## src/rtl/lrm_sample_feeder_pkg.sv

```systemverilog
// Shared widths, bit positions, result layout and FSM encodings for the lrm sample feeder.
package lrm_pkg;

    localparam int unsigned DATA_W    = 8;
    localparam int unsigned SAMPLE_W  = 17;
    localparam int unsigned RESULT_W  = 25;
    localparam int unsigned CYCLE_W   = 32;

    // Sample word layout: {Xi, Yi, PREDICT}
    localparam int unsigned X_MSB     = 16;
    localparam int unsigned Y_MSB     = 8;
    localparam int unsigned PRED_BIT  = 0;

    // Fit is considered meaningful once this many training samples were sent
    localparam int unsigned MIN_TRAIN = 2;

    localparam logic [1:0] ST_IDLE   = 2'd0;
    localparam logic [1:0] ST_STREAM = 2'd1;
    localparam logic [1:0] ST_DRAIN  = 2'd2;

    typedef struct packed {
        logic              fit_ok;
        logic [DATA_W-1:0] yp;
        logic [DATA_W-1:0] a;
        logic [DATA_W-1:0] b;
    } result_t;

endpackage

```

## src/rtl/lrm_sample_feeder_if.sv

```systemverilog
// Link between the sample feeder (master) and the lrm core (slave).
interface lrm_sample_feeder_if;
    import lrm_pkg::*;

    logic              ready;
    logic [DATA_W-1:0] xi;
    logic [DATA_W-1:0] yi;
    logic              predict;
    logic              valid;
    logic              done;
    logic [DATA_W-1:0] yp;
    logic [DATA_W-1:0] a;
    logic [DATA_W-1:0] b;

    modport master (
        input  ready, done, yp, a, b,
        output xi, yi, predict, valid
    );

    modport slave (
        output ready, done, yp, a, b,
        input  xi, yi, predict, valid
    );

endinterface

```

## src/rtl/lrm_sync_fifo.sv

```systemverilog
// Show-ahead synchronous FIFO; push while full and pop while empty are ignored.
module lrm_sync_fifo #(
    parameter int unsigned WIDTH = 17,
    parameter int unsigned DEPTH = 64
) (
    input  logic             clk,
    input  logic             rst_n,
    input  logic             push,
    input  logic [WIDTH-1:0] din,
    input  logic             pop,
    output logic [WIDTH-1:0] dout,
    output logic             full,
    output logic             empty
);

    localparam int unsigned AW = $clog2(DEPTH);
    localparam int unsigned CW = AW + 1;

    logic [WIDTH-1:0] mem [DEPTH];
    logic [AW-1:0]    wr_ptr;
    logic [AW-1:0]    rd_ptr;
    logic [CW-1:0]    count;
    logic [CW-1:0]    count_next;
    logic             push_ok;
    logic             pop_ok;

    assign push_ok = push && !full;
    assign pop_ok  = pop && !empty;
    assign dout    = empty ? '0 : mem[rd_ptr];

    // Occupancy after this cycle's accepted push/pop
    always_comb begin
        count_next = count;
        case ({push_ok, pop_ok})
            2'b10:   count_next = count + CW'(1);
            2'b01:   count_next = count - CW'(1);
            default: count_next = count;
        endcase
    end

    // Storage array, no reset needed
    always_ff @(posedge clk) begin
        if (push_ok) begin
            mem[wr_ptr] <= din;
        end
    end

    // Pointers, count and registered flags
    always_ff @(posedge clk or negedge rst_n) begin
        if (!rst_n) begin
            wr_ptr <= '0;
            rd_ptr <= '0;
            count  <= '0;
            empty  <= 1'b1;
            full   <= 1'b0;
        end else begin
            if (push_ok) begin
                wr_ptr <= wr_ptr + AW'(1);
            end
            if (pop_ok) begin
                rd_ptr <= rd_ptr + AW'(1);
            end
            count <= count_next;
            empty <= (count_next == CW'(0));
            full  <= (count_next == CW'(DEPTH));
        end
    end

endmodule

```

## src/rtl/lrm_sample_feeder.sv

```systemverilog
// Streams queued (Xi, Yi, PREDICT) samples into lrm and collects its results.
// Optional build macro LRM_FEED_TRISTATE_EN: XI/YI/PREDICT float when no live sample.
module lrm_sample_feeder
    import lrm_pkg::*;
#(
    parameter int unsigned DEPTH     = 64,
    parameter int unsigned RES_DEPTH = 8
) (
    input  logic                 CLK,
    input  logic                 RESET_N,
    input  logic                 START,
    input  logic                 WR_EN,
    input  logic [SAMPLE_W-1:0]  WR_DATA,
    output logic                 FULL,
    lrm_sample_feeder_if.master  lrm,
    input  logic                 RD_EN,
    output logic [RESULT_W-1:0]  RD_DATA,
    output logic                 RES_EMPTY,
    output logic [DATA_W-1:0]    TRAIN_CNT,
    output logic [DATA_W-1:0]    OUTSTANDING,
    output logic [CYCLE_W-1:0]   CYCLES,
    output logic                 BUSY,
    output logic                 FINISHED,
    output logic                 ERR
);

    logic [1:0]          state;
    logic [1:0]          state_next;
    logic                finished_next;
    logic [SAMPLE_W-1:0] s_head;
    logic                s_empty;
    logic                r_full;
    logic                valid_c;
    logic                xfer_c;
    logic                start_c;
    logic                fit_ok_c;
    logic [DATA_W-1:0]   head_xi;
    logic [DATA_W-1:0]   head_yi;
    logic                head_pred;
    result_t             res_word;

    assign head_xi   = s_head[X_MSB -: DATA_W];
    assign head_yi   = s_head[Y_MSB -: DATA_W];
    assign head_pred = s_head[PRED_BIT];

    assign valid_c  = (state == ST_STREAM) && !s_empty;
    assign xfer_c   = valid_c && lrm.ready;
    assign start_c  = START && (state == ST_IDLE);
    assign fit_ok_c = (TRAIN_CNT >= DATA_W'(MIN_TRAIN));
    assign res_word = {fit_ok_c, lrm.yp, lrm.a, lrm.b};

    assign lrm.valid = valid_c;

    // Sample payload toward lrm: live head or idle value
`ifdef LRM_FEED_TRISTATE_EN
    assign lrm.xi      = valid_c ? head_xi   : 'z;
    assign lrm.yi      = valid_c ? head_yi   : 'z;
    assign lrm.predict = valid_c ? head_pred : 1'bz;
`else
    assign lrm.xi      = valid_c ? head_xi   : '0;
    assign lrm.yi      = valid_c ? head_yi   : '0;
    assign lrm.predict = valid_c ? head_pred : 1'b0;
`endif

    lrm_sync_fifo #(
        .WIDTH (SAMPLE_W),
        .DEPTH (DEPTH)
    ) u_sample_fifo (
        .clk   (CLK),
        .rst_n (RESET_N),
        .push  (WR_EN),
        .din   (WR_DATA),
        .pop   (xfer_c),
        .dout  (s_head),
        .full  (FULL),
        .empty (s_empty)
    );

    lrm_sync_fifo #(
        .WIDTH (RESULT_W),
        .DEPTH (RES_DEPTH)
    ) u_result_fifo (
        .clk   (CLK),
        .rst_n (RESET_N),
        .push  (lrm.done),
        .din   (res_word),
        .pop   (RD_EN),
        .dout  (RD_DATA),
        .full  (r_full),
        .empty (RES_EMPTY)
    );

    // Next-state logic; DRAIN waits until every prediction has come back
    always_comb begin
        state_next    = state;
        finished_next = 1'b0;
        case (state)
            ST_IDLE: begin
                if (START) begin
                    state_next = ST_STREAM;
                end
            end
            ST_STREAM: begin
                if (s_empty) begin
                    state_next = ST_DRAIN;
                end
            end
            ST_DRAIN: begin
                if ((OUTSTANDING == '0) && !lrm.done) begin
                    state_next    = ST_IDLE;
                    finished_next = 1'b1;
                end
            end
            default: begin
                state_next = ST_IDLE;
            end
        endcase
    end

    // State register plus registered status flags
    always_ff @(posedge CLK or negedge RESET_N) begin
        if (!RESET_N) begin
            state    <= ST_IDLE;
            BUSY     <= 1'b0;
            FINISHED <= 1'b0;
            ERR      <= 1'b0;
        end else begin
            state    <= state_next;
            BUSY     <= (state_next != ST_IDLE);
            FINISHED <= finished_next;
            if ((WR_EN && FULL) || (lrm.done && r_full)) begin
                ERR <= 1'b1;
            end
        end
    end

    // Run statistics: cycle count, training count, predictions in flight
    always_ff @(posedge CLK or negedge RESET_N) begin
        if (!RESET_N) begin
            CYCLES      <= '0;
            TRAIN_CNT   <= '0;
            OUTSTANDING <= '0;
        end else if (start_c) begin
            CYCLES      <= '0;
            TRAIN_CNT   <= '0;
            OUTSTANDING <= '0;
        end else begin
            if (state != ST_IDLE) begin
                CYCLES <= CYCLES + CYCLE_W'(1);
            end
            if (xfer_c && !head_pred && (TRAIN_CNT != {DATA_W{1'b1}})) begin
                TRAIN_CNT <= TRAIN_CNT + DATA_W'(1);
            end
            case ({xfer_c && head_pred, lrm.done})
                2'b10: OUTSTANDING <= OUTSTANDING + DATA_W'(1);
                2'b01: begin
                    if (OUTSTANDING != '0) begin
                        OUTSTANDING <= OUTSTANDING - DATA_W'(1);
                    end
                end
                default: begin
                end
            endcase
        end
    end

endmodule

```

## src/flat_wrapper.sv

```systemverilog
// flat-port wrapper written by rule: the top's interface ports become plain ports
module lrm_sample_feeder_flat import lrm_pkg::*;
#(
    parameter int unsigned DEPTH     = 64,
    parameter int unsigned RES_DEPTH = 8
)
  (CLK, RESET_N, START, WR_EN, WR_DATA, FULL, RD_EN, RD_DATA, RES_EMPTY, TRAIN_CNT, OUTSTANDING, CYCLES, BUSY, FINISHED, ERR, lrm_ready, lrm_done, lrm_yp, lrm_a, lrm_b, lrm_xi, lrm_yi, lrm_predict, lrm_valid);
  lrm_sample_feeder_if lrm_i ();
  input  logic CLK;
  input  logic RESET_N;
  input  logic START;
  input  logic WR_EN;
  input  logic [SAMPLE_W-1:0] WR_DATA;
  output logic FULL;
  input  logic RD_EN;
  output logic [RESULT_W-1:0] RD_DATA;
  output logic RES_EMPTY;
  output logic [DATA_W-1:0] TRAIN_CNT;
  output logic [DATA_W-1:0] OUTSTANDING;
  output logic [CYCLE_W-1:0] CYCLES;
  output logic BUSY;
  output logic FINISHED;
  output logic ERR;
  input wire logic [$bits(lrm_i.ready)-1:0] lrm_ready;
  input wire logic [$bits(lrm_i.done)-1:0] lrm_done;
  input wire logic [$bits(lrm_i.yp)-1:0] lrm_yp;
  input wire logic [$bits(lrm_i.a)-1:0] lrm_a;
  input wire logic [$bits(lrm_i.b)-1:0] lrm_b;
  output wire logic [$bits(lrm_i.xi)-1:0] lrm_xi;
  output wire logic [$bits(lrm_i.yi)-1:0] lrm_yi;
  output wire logic [$bits(lrm_i.predict)-1:0] lrm_predict;
  output wire logic [$bits(lrm_i.valid)-1:0] lrm_valid;
  assign lrm_i.ready = lrm_ready;
  assign lrm_i.done = lrm_done;
  assign lrm_i.yp = lrm_yp;
  assign lrm_i.a = lrm_a;
  assign lrm_i.b = lrm_b;
  assign lrm_xi = lrm_i.xi;
  assign lrm_yi = lrm_i.yi;
  assign lrm_predict = lrm_i.predict;
  assign lrm_valid = lrm_i.valid;
  lrm_sample_feeder #(.DEPTH(DEPTH), .RES_DEPTH(RES_DEPTH)) u_core (.CLK(CLK), .RESET_N(RESET_N), .START(START), .WR_EN(WR_EN), .WR_DATA(WR_DATA), .FULL(FULL), .lrm(lrm_i), .RD_EN(RD_EN), .RD_DATA(RD_DATA), .RES_EMPTY(RES_EMPTY), .TRAIN_CNT(TRAIN_CNT), .OUTSTANDING(OUTSTANDING), .CYCLES(CYCLES), .BUSY(BUSY), .FINISHED(FINISHED), .ERR(ERR));
endmodule
```

## config.mk

```make
export PLATFORM = sky130hd
export DESIGN_NAME = lrm_sample_feeder_flat
export DESIGN_NICKNAME = d
export VERILOG_FILES = /design/src/rtl/lrm_sample_feeder_pkg.sv /design/src/rtl/lrm_sample_feeder_if.sv /design/src/rtl/lrm_sync_fifo.sv /design/src/rtl/lrm_sample_feeder.sv /design/src/flat_wrapper.sv
export SDC_FILE = /design/constraint.sdc
export NUM_CORES = 2
export LEC_CHECK = 0
export CORE_MARGIN = 2
export CORE_UTILIZATION = 46
export DETAILED_ROUTE_END_ITERATION = 6
export HOLD_SLACK_MARGIN = 0.06
export PLACE_DENSITY = 0.73
export SLEW_MARGIN = 20
export SYNTH_ARGS = -nofsm -noshare
export SYNTH_HDL_FRONTEND = slang
export SYNTH_SLANG_ARGS = --single-unit
```

## constraint.sdc

```tcl
create_clock -name CLK -period 4.2 [get_ports CLK]
set_input_delay 1.26 -clock CLK [delete_from_list [all_inputs] [get_ports CLK]]
set_output_delay 1.26 -clock CLK [all_outputs]
set_load 0.02 [all_outputs]
```

==> flow_summary.json <==
{
  "status": "complete, but fails checks",
  "violations": "negative setup slack",
  "combPwrFrac_pct": 36.1,
  "finalNetCount": 2917,
  "clock_path_buffers": 3,
  "multi_input_area_mm2": 0.0125,
  "rr_endpoint": "u_core.OUTSTANDING[7]$_DFFE_PN0P_",
  "yosysTopAreaCell": "edfxtp_1",
  "rrSetupSlack_ps": 150,
  "hold_start": "u_core.u_result_fifo.count[3]$_DFF_PN0_",
  "layout_common_cells": "edfxtp_1 (1,288), mux4_2 (395), buf_4 (164)",
  "crit_type": "flip-flop to output port",
  "hold_path_depth": 1,
  "swShare_pct": 30.7,
  "stdcell_count": 4482,
  "hold_ws_ps": 476,
  "seq_area_frac_synth_pct": 76.0,
  "reg2reg_depth": 16,
  "holdPathEnd": "u_core.u_result_fifo.count[3]$_DFF_PN0_",
  "cpMaxStageDelayCell": "mux4_2",
  "worst_pin_slew_ps": 1060,
  "async_flop_share_pct": 6.26,
  "ys_seq_elements": 1374,
  "setup_violations": 17,
  "die_h_um": 346,
  "power_density_mw_per_mm2": 701,
  "totalWireLength_um": 131000,
  "fin_ws_ps": -730,
  "p_seq_share_pct": 37.0,
  "synth_warnings": 0,
  "final_antenna_net_count": 0,
  "die_area_mm2": 0.120,
  "preCtsSetupSlack_ps": -453,
  "grt_max_degree": 65,
  "synth_area_leaders": "edfxtp_1 (72%), mux4_2 (17%), dfrtp_1 (3.9%)",
  "drt_iter0_drc": 3456,
  "clk_pin_slew_ps": 60,
  "fin_crit_sh_pct": 117,
  "cpMostUsedCell": "buf_12",
  "yosysTopAreaCellShare_pct": 72.0,
  "viasPerCell": 6.09,
  "die_x_um": 346,
  "crit_required_ps": 2940,
  "io_pins": 144,
  "synth_edf_count": 1288,
  "port_buffers": 143,
  "cell_internal_pwr_w": 0.0312,
  "finalHoldViolCount": 0,
  "cp-start-kind": "flip-flop",
  "initial_core_util_pct": 46.3,
  "p_clk_share_pct": 27.0,
  "peakVddDrop_mv": 0.840,
  "cp-end-kind": "output port",
  "syn2layout_area_growth_pct": 19.4,
  "crit_arrival_ps": 3670,
  "drc": 0,
  "ys_types": 58,
  "place.gp.congestion": 0.832,
  "maxSlewViolCount": 0,
  "mostFrequentLayoutCell": "edfxtp_1",
  "r2r_start": "u_core.u_sample_fifo.rd_ptr[1]$_DFFE_PN0N_",
  "grt_pass1_wl_um": 192000,
  "grt_pass1_vias": 27900,
  "syn_inst": 2460,
  "max_stage_delay_ps": 620,
  "first_pass_iters": 5,
  "fillCellCount": 8252,
  "grt.total_usage_pct": 22.0,
  "cts_buffers": 137,
  "syn-num-nets": 2529,
  "cp_max_fo": 6,
  "maxSlewHeadroom_pct": 29.1,
  "clock_latency_ps": 760,
  "vias": 27300,
  "maxCapViolations": 0,
  "post-place-cells": 4184,
  "rsz0062_at_grt": "yes",
  "wl_per_cell_um": 29.3,
  "finalCriticalPeriod_ps": 4930,
  "cts_sinks": 1374,
  "antenna_found_initial": 10,
  "layout-drive-gt1-share_pct": 31.6,
  "hpwlAfterDp_um": 74000,
  "netSwitchingPower_w": 0.0138,
  "setup-tns-final_ps": -10920,
  "hold_class": "flip-flop to flip-flop",
  "path_cells": "buf_12 -> buf_12 -> buf_12 -> buf_12 -> mux4_2 -> mux4_2 -> mux4_2 -> and2_4 -> buf_6",
  "postSynthAreaPerCell_um2": 21.8,
  "grt-ovfl-total": 0,
  "fin_util_pct": 55.3,
  "htreeDepth": 4,
  "cts_hold_buffers": 0,
  "synth_flop_cell": "edfxtp_1",
  "root_buffer": "clkbuf_16",
  "sequential_cell_area_mm2": 0.0409,
  "worst_clock_skew_ps": 48.8,
  "p_leak_nw": 21.0,
  "core_area_mm2": 0.116,
  "syn_area_mm2": 0.0537,
  "max_freq_mhz": 203,
  "cts_tree": "done",
  "rows": 125
}
[timing repair]
item | in CTS | in global routing
pin swaps | 19 | 9
endpoints found under the setup margin | 40 | 20
cloned | 11 | 2
buffers inserted | 38 | 6
resized for setup | 168 | 22
[final cells by class]
class	instances	share of cell area, %
inverter	24	0.140
sequential	1374	63.7
multi-input combinational	930	19.5
timing repair buffer	381	6.66
antenna	4	0.0156
tap	1524	2.97
clock inverter	72	1.37
clock buffer	173	5.65
[metrics by stage]
step	area, µm²	total power (W)
floorplan	53700	0.0256
global placement	58600	0.0312
detailed placement	58600	0.0315
CTS	64000	0.0451
global route	64100	0.0465
finish	64100	0.0450
[flip-flops by register name, summed over array words and instances (netlist names)]
name                         cells
u_core.u_sample_fifo.mem      1088
u_core.u_result_fifo.mem       200
u_core.CYCLES                   32
u_core.OUTSTANDING               8
u_core.TRAIN_CNT                 8
u_core.u_sample_fifo.count       7
u_core.u_sample_fifo.rd_ptr      6
u_core.u_sample_fifo.wr_ptr      6
u_core.u_result_fifo.count       4
u_core.u_result_fifo.rd_ptr      3
u_core.u_result_fifo.wr_ptr      3
u_core.state                     2
u_core.BUSY                      1
u_core.ERR                       1
u_core.FINISHED                  1
u_core.u_result_fifo.empty       1
u_core.u_result_fifo.full        1
u_core.u_sample_fifo.empty       1
u_core.u_sample_fifo.full        1
[Yosys cell counts, types with 3 or more instances]
cell type,instances
ha_1,19
nor2_1,98
o211ai_1,7
and3_1,13
nor3_1,17
mux4_2,395
edfxtp_1,1288
mux2i_1,63
xnor2_1,21
a21oi_1,18
dfrtp_1,84
buf_2,8
inv_1,22
nor3b_1,3
nand2_1,72
nand3_1,41
nor2b_1,11
or3_1,7
a22oi_1,4
clkbuf_1,85
nor4_1,5
xor2_1,9
o31ai_1,9
mux2_2,7
o21bai_1,3
o21ai_0,31
nand2b_1,12
nand4b_1,3
a21o_1,3
buf_1,38
a211oi_1,4
and2_1,17
nand4_1,10
[kinds of logic (layout without fill, tap and decap cells)]
group                      after synthesis  in the layout  share of synthesized area (%)
DFF                                   1374           1374                           76.0
other                                    0              4                              0
buffers and inverters                  156            650                           1.12
adders and majority gates               21             21                          0.517
xor gates and xnor gates                30             30                          0.489
AOI/OAI and AO/OA                       93             93                           1.12
and+or+nand+nor                        321            321                           2.87
muxes                                  465            465                           17.9
[per-layer routing]
metal | part of all wire [%] | routed length, µm | GRT usage, %
met5 | 0.013 | 17 | 0
met4 | 3.3 | 4330 | 8.51
met3 | 8.9 | 11700 | 4.56
met2 | 50 | 65800 | 36.1
met1 | 38 | 49300 | 29.2
[power by group through the flow]
stage | logic, W | registers (W) | clock network, W
floorplan | 0.00895 | 0.0166 | 0
global placement | 0.0143 | 0.0169 | 0
detailed placement | 0.0146 | 0.0170 | 0
CTS | 0.0162 | 0.0166 | 0.0123
global route | 0.0170 | 0.0167 | 0.0128
finish | 0.0162 | 0.0166 | 0.0121
[worst max path at each step]
stage | cells past startpoint | slack [ps] | to | start
finish | 9 | -730 | lrm_yi[7] | u_core.u_sample_fifo.rd_ptr[0]$_DFFE_PN0N_
global route | 9 | -770 | lrm_yi[7] | u_core.u_sample_fifo.rd_ptr[0]$_DFFE_PN0N_
CTS | 9 | -780 | lrm_yi[6] | u_core.u_sample_fifo.rd_ptr[0]$_DFFE_PN0N_
detailed placement | 16 | -450 | u_core.OUTSTANDING[7]$_DFFE_PN0P_ | u_core.u_sample_fifo.rd_ptr[1]$_DFFE_PN0N_
global placement | 8 | -420 | lrm_xi[5] | u_core.u_sample_fifo.rd_ptr[0]$_DFFE_PN0N_
floorplan | 7 | 0.4 | lrm_xi[7] | u_core.u_sample_fifo.rd_ptr[0]$_DFFE_PN0N_
[worst max-delay path, delay by kind of cell, from the launching register on]
family | cells | cell delay, ps
flops | 1 | 510
mux | 3 | 1540
simple gates | 1 | 150
buf+inv | 5 | 690
Power figures use the tool's default switching activity.
==> patch (same flow settings) <==
`RES_DEPTH` is set to 8 in 2 places; all go to 16.
--- a/src/rtl/lrm_sample_feeder.sv
+++ b/src/rtl/lrm_sample_feeder.sv
@@ -5,5 +5,5 @@
 #(
     parameter int unsigned DEPTH     = 64,
-    parameter int unsigned RES_DEPTH = 8
+    parameter int unsigned RES_DEPTH = 16
 ) (
     input  logic                 CLK,
--- a/src/flat_wrapper.sv
+++ b/src/flat_wrapper.sv
@@ -3,5 +3,5 @@
 #(
     parameter int unsigned DEPTH     = 64,
-    parameter int unsigned RES_DEPTH = 8
+    parameter int unsigned RES_DEPTH = 16
 )
   (CLK, RESET_N, START, WR_EN, WR_DATA, FULL, RD_EN, RD_DATA, RES_EMPTY, TRAIN_CNT, OUTSTANDING, CYCLES, BUSY, FINISHED, ERR, lrm_ready, lrm_done, lrm_yp, lrm_a, lrm_b, lrm_xi, lrm_yi, lrm_predict, lrm_valid);
Function: not settled (the Yosys comparison gave no result); the edit may change what the design does.
==> patch against the unedited design <==
The flow still finishes with violations (setup timing). Count of clock-buffer cells in the layout increased by 18. Setup slack got worse by 57 ps. Area after synthesis increased by 15%. Total power increased by 16%. Die area increased by 15%. Sequential share of layout area decreased by 0.46 points. Critical path type unchanged. Critical endpoint is now lrm_yi[5]. Global-route usage increased by 0.55 points. First-iteration DRC count increased by 13%. Hold slack got worse by 39 ps. Wire length increased by 18%. Non-clock buffer count increased by 76. Clock power increased by 13%. Cell area increased by 16%. Sequential cell count increased by 203.
==> patch: results (changes against the unedited design) <==
| Metric | Value |
|---|---|
| Outcome | `finished, violations left` |
| Final clock-cell share | `6.72% (-0.30 points)` |
| Met2 wirelength from detailed routing | `76.6 mm (+17%)` |
| Vias per Instance | `6.10 (+0.25%)` |
| Met3 wirelength from detailed routing | `14.5 mm (+24%)` |
| Number of setup violations in the final report | `36 (+19)` |
| Violation count after the first detailed-route iteration | `3,904 (+13%)` |
| Synthesized Nets | `2,855 (+13%)` |
| DRT Wirelength | `155 mm (+18%)` |
| Sequential fraction of total cell area | `63.2% (-0.46 points)` |
| Global-route met3 utilization | `4.99% (+0.43 points)` |
| Layout cells sized above 1 | `36.6% (+5.1 points)` |
| Crit path DAT | `3730 ps (+60 ps)` |
| Via count of the first global-routing pass | `31,700 (+14%)` |
| Weighted congestion at the end of routability-driven global placement | `0.831 (-0.12%)` |
| Clk Latency, worst-skew pair | `790 ps (+30 ps)` |
| Initial antenna violation count | `14 (+4)` |
| Worst reg-to-reg setup slack | `-90 ps (-240 ps)` |
| Smallest setup slack after layout | `-787 ps (-56.8 ps)` |
| Worst Reg2Reg Path Length in Cells | `24 (+8)` |
| Number of buffers created by CTS | `155 (+13%)` |
| Number of diodes | `7 (+3)` |
| Number of enable-type register cells in the synthesized netlist | `1,488 (+16%)` |
| Met1 routing resource usage after global routing | `30.4% (+1.2 points)` |
| Normalized max-slew margin | `27.6% (-1.5 points)` |
| Area used by multi-input combinational logic | `14,700 µm² (+18%)` |
| Largest cells by area after synthesis | `sky130_fd_sc_hd__edfxtp_1, sky130_fd_sc_hd__mux4_2, sky130_fd_sc_hd__dfrtp_1` |
| M1 WL | `58.6 mm (+19%)` |
| Share of the synthesized area in compound gates (AO/OA/AOI/OAI) | `1.22% (+0.10 points)` |
| Met2 Usage GRT | `36.5% (+0.39 points)` |
| Clock skew after layout | `43.6 ps (-5.19 ps)` |
| Number of buffers added for setup after CTS | `55 (+45%)` |
| CP max FO | `8 (+2)` |
| Most used standard cells in the synthesized netlist | `sky130_fd_sc_hd__edfxtp_1, sky130_fd_sc_hd__mux4_2, sky130_fd_sc_hd__nor2_1` |
| Violated checks | `setup timing` |
[patch: cell count changes after synthesis, sizes merged, moves of 9 or more]
cell    delta
a21oi      +9
buf       +24
clkbuf    -13
edfxtp   +200
mux2i     -25
mux4      +70
nand2     -10
nand4     +12
nor2b     +21
[patch: stage by stage]
stage / hold WS, ps / instances / TNS, ps / instance area, µm² / utilization (%)
finish: 437 / 5149 / -14670 / 74200 / 55.7
global route: 436 / 5142 / -17740 / 74200 / 55.7
CTS: 421 / 5121 / -18680 / 73400 / 55.1
detailed placement: 474 / 4770 / -5720 / 67200 / 50.4
global placement: 462 / 4770 / -5160 / 67200 / 50.4
floorplan: 446 / 2782 / 0 / 61700 / -
[patch: power groups by stage]
| stage | clock (µW) | sequential [µW] | combinational [µW] |
|---|---|---|---|
| after floorplan | 0 | 19100 | 10000 |
| after global placement | 0 | 19400 | 16000 |
| after detailed placement | 0 | 19400 | 16200 |
| after CTS | 13800 | 19100 | 17900 |
| after global routing | 14400 | 19300 | 20100 |
| final | 13700 | 19200 | 19200 |
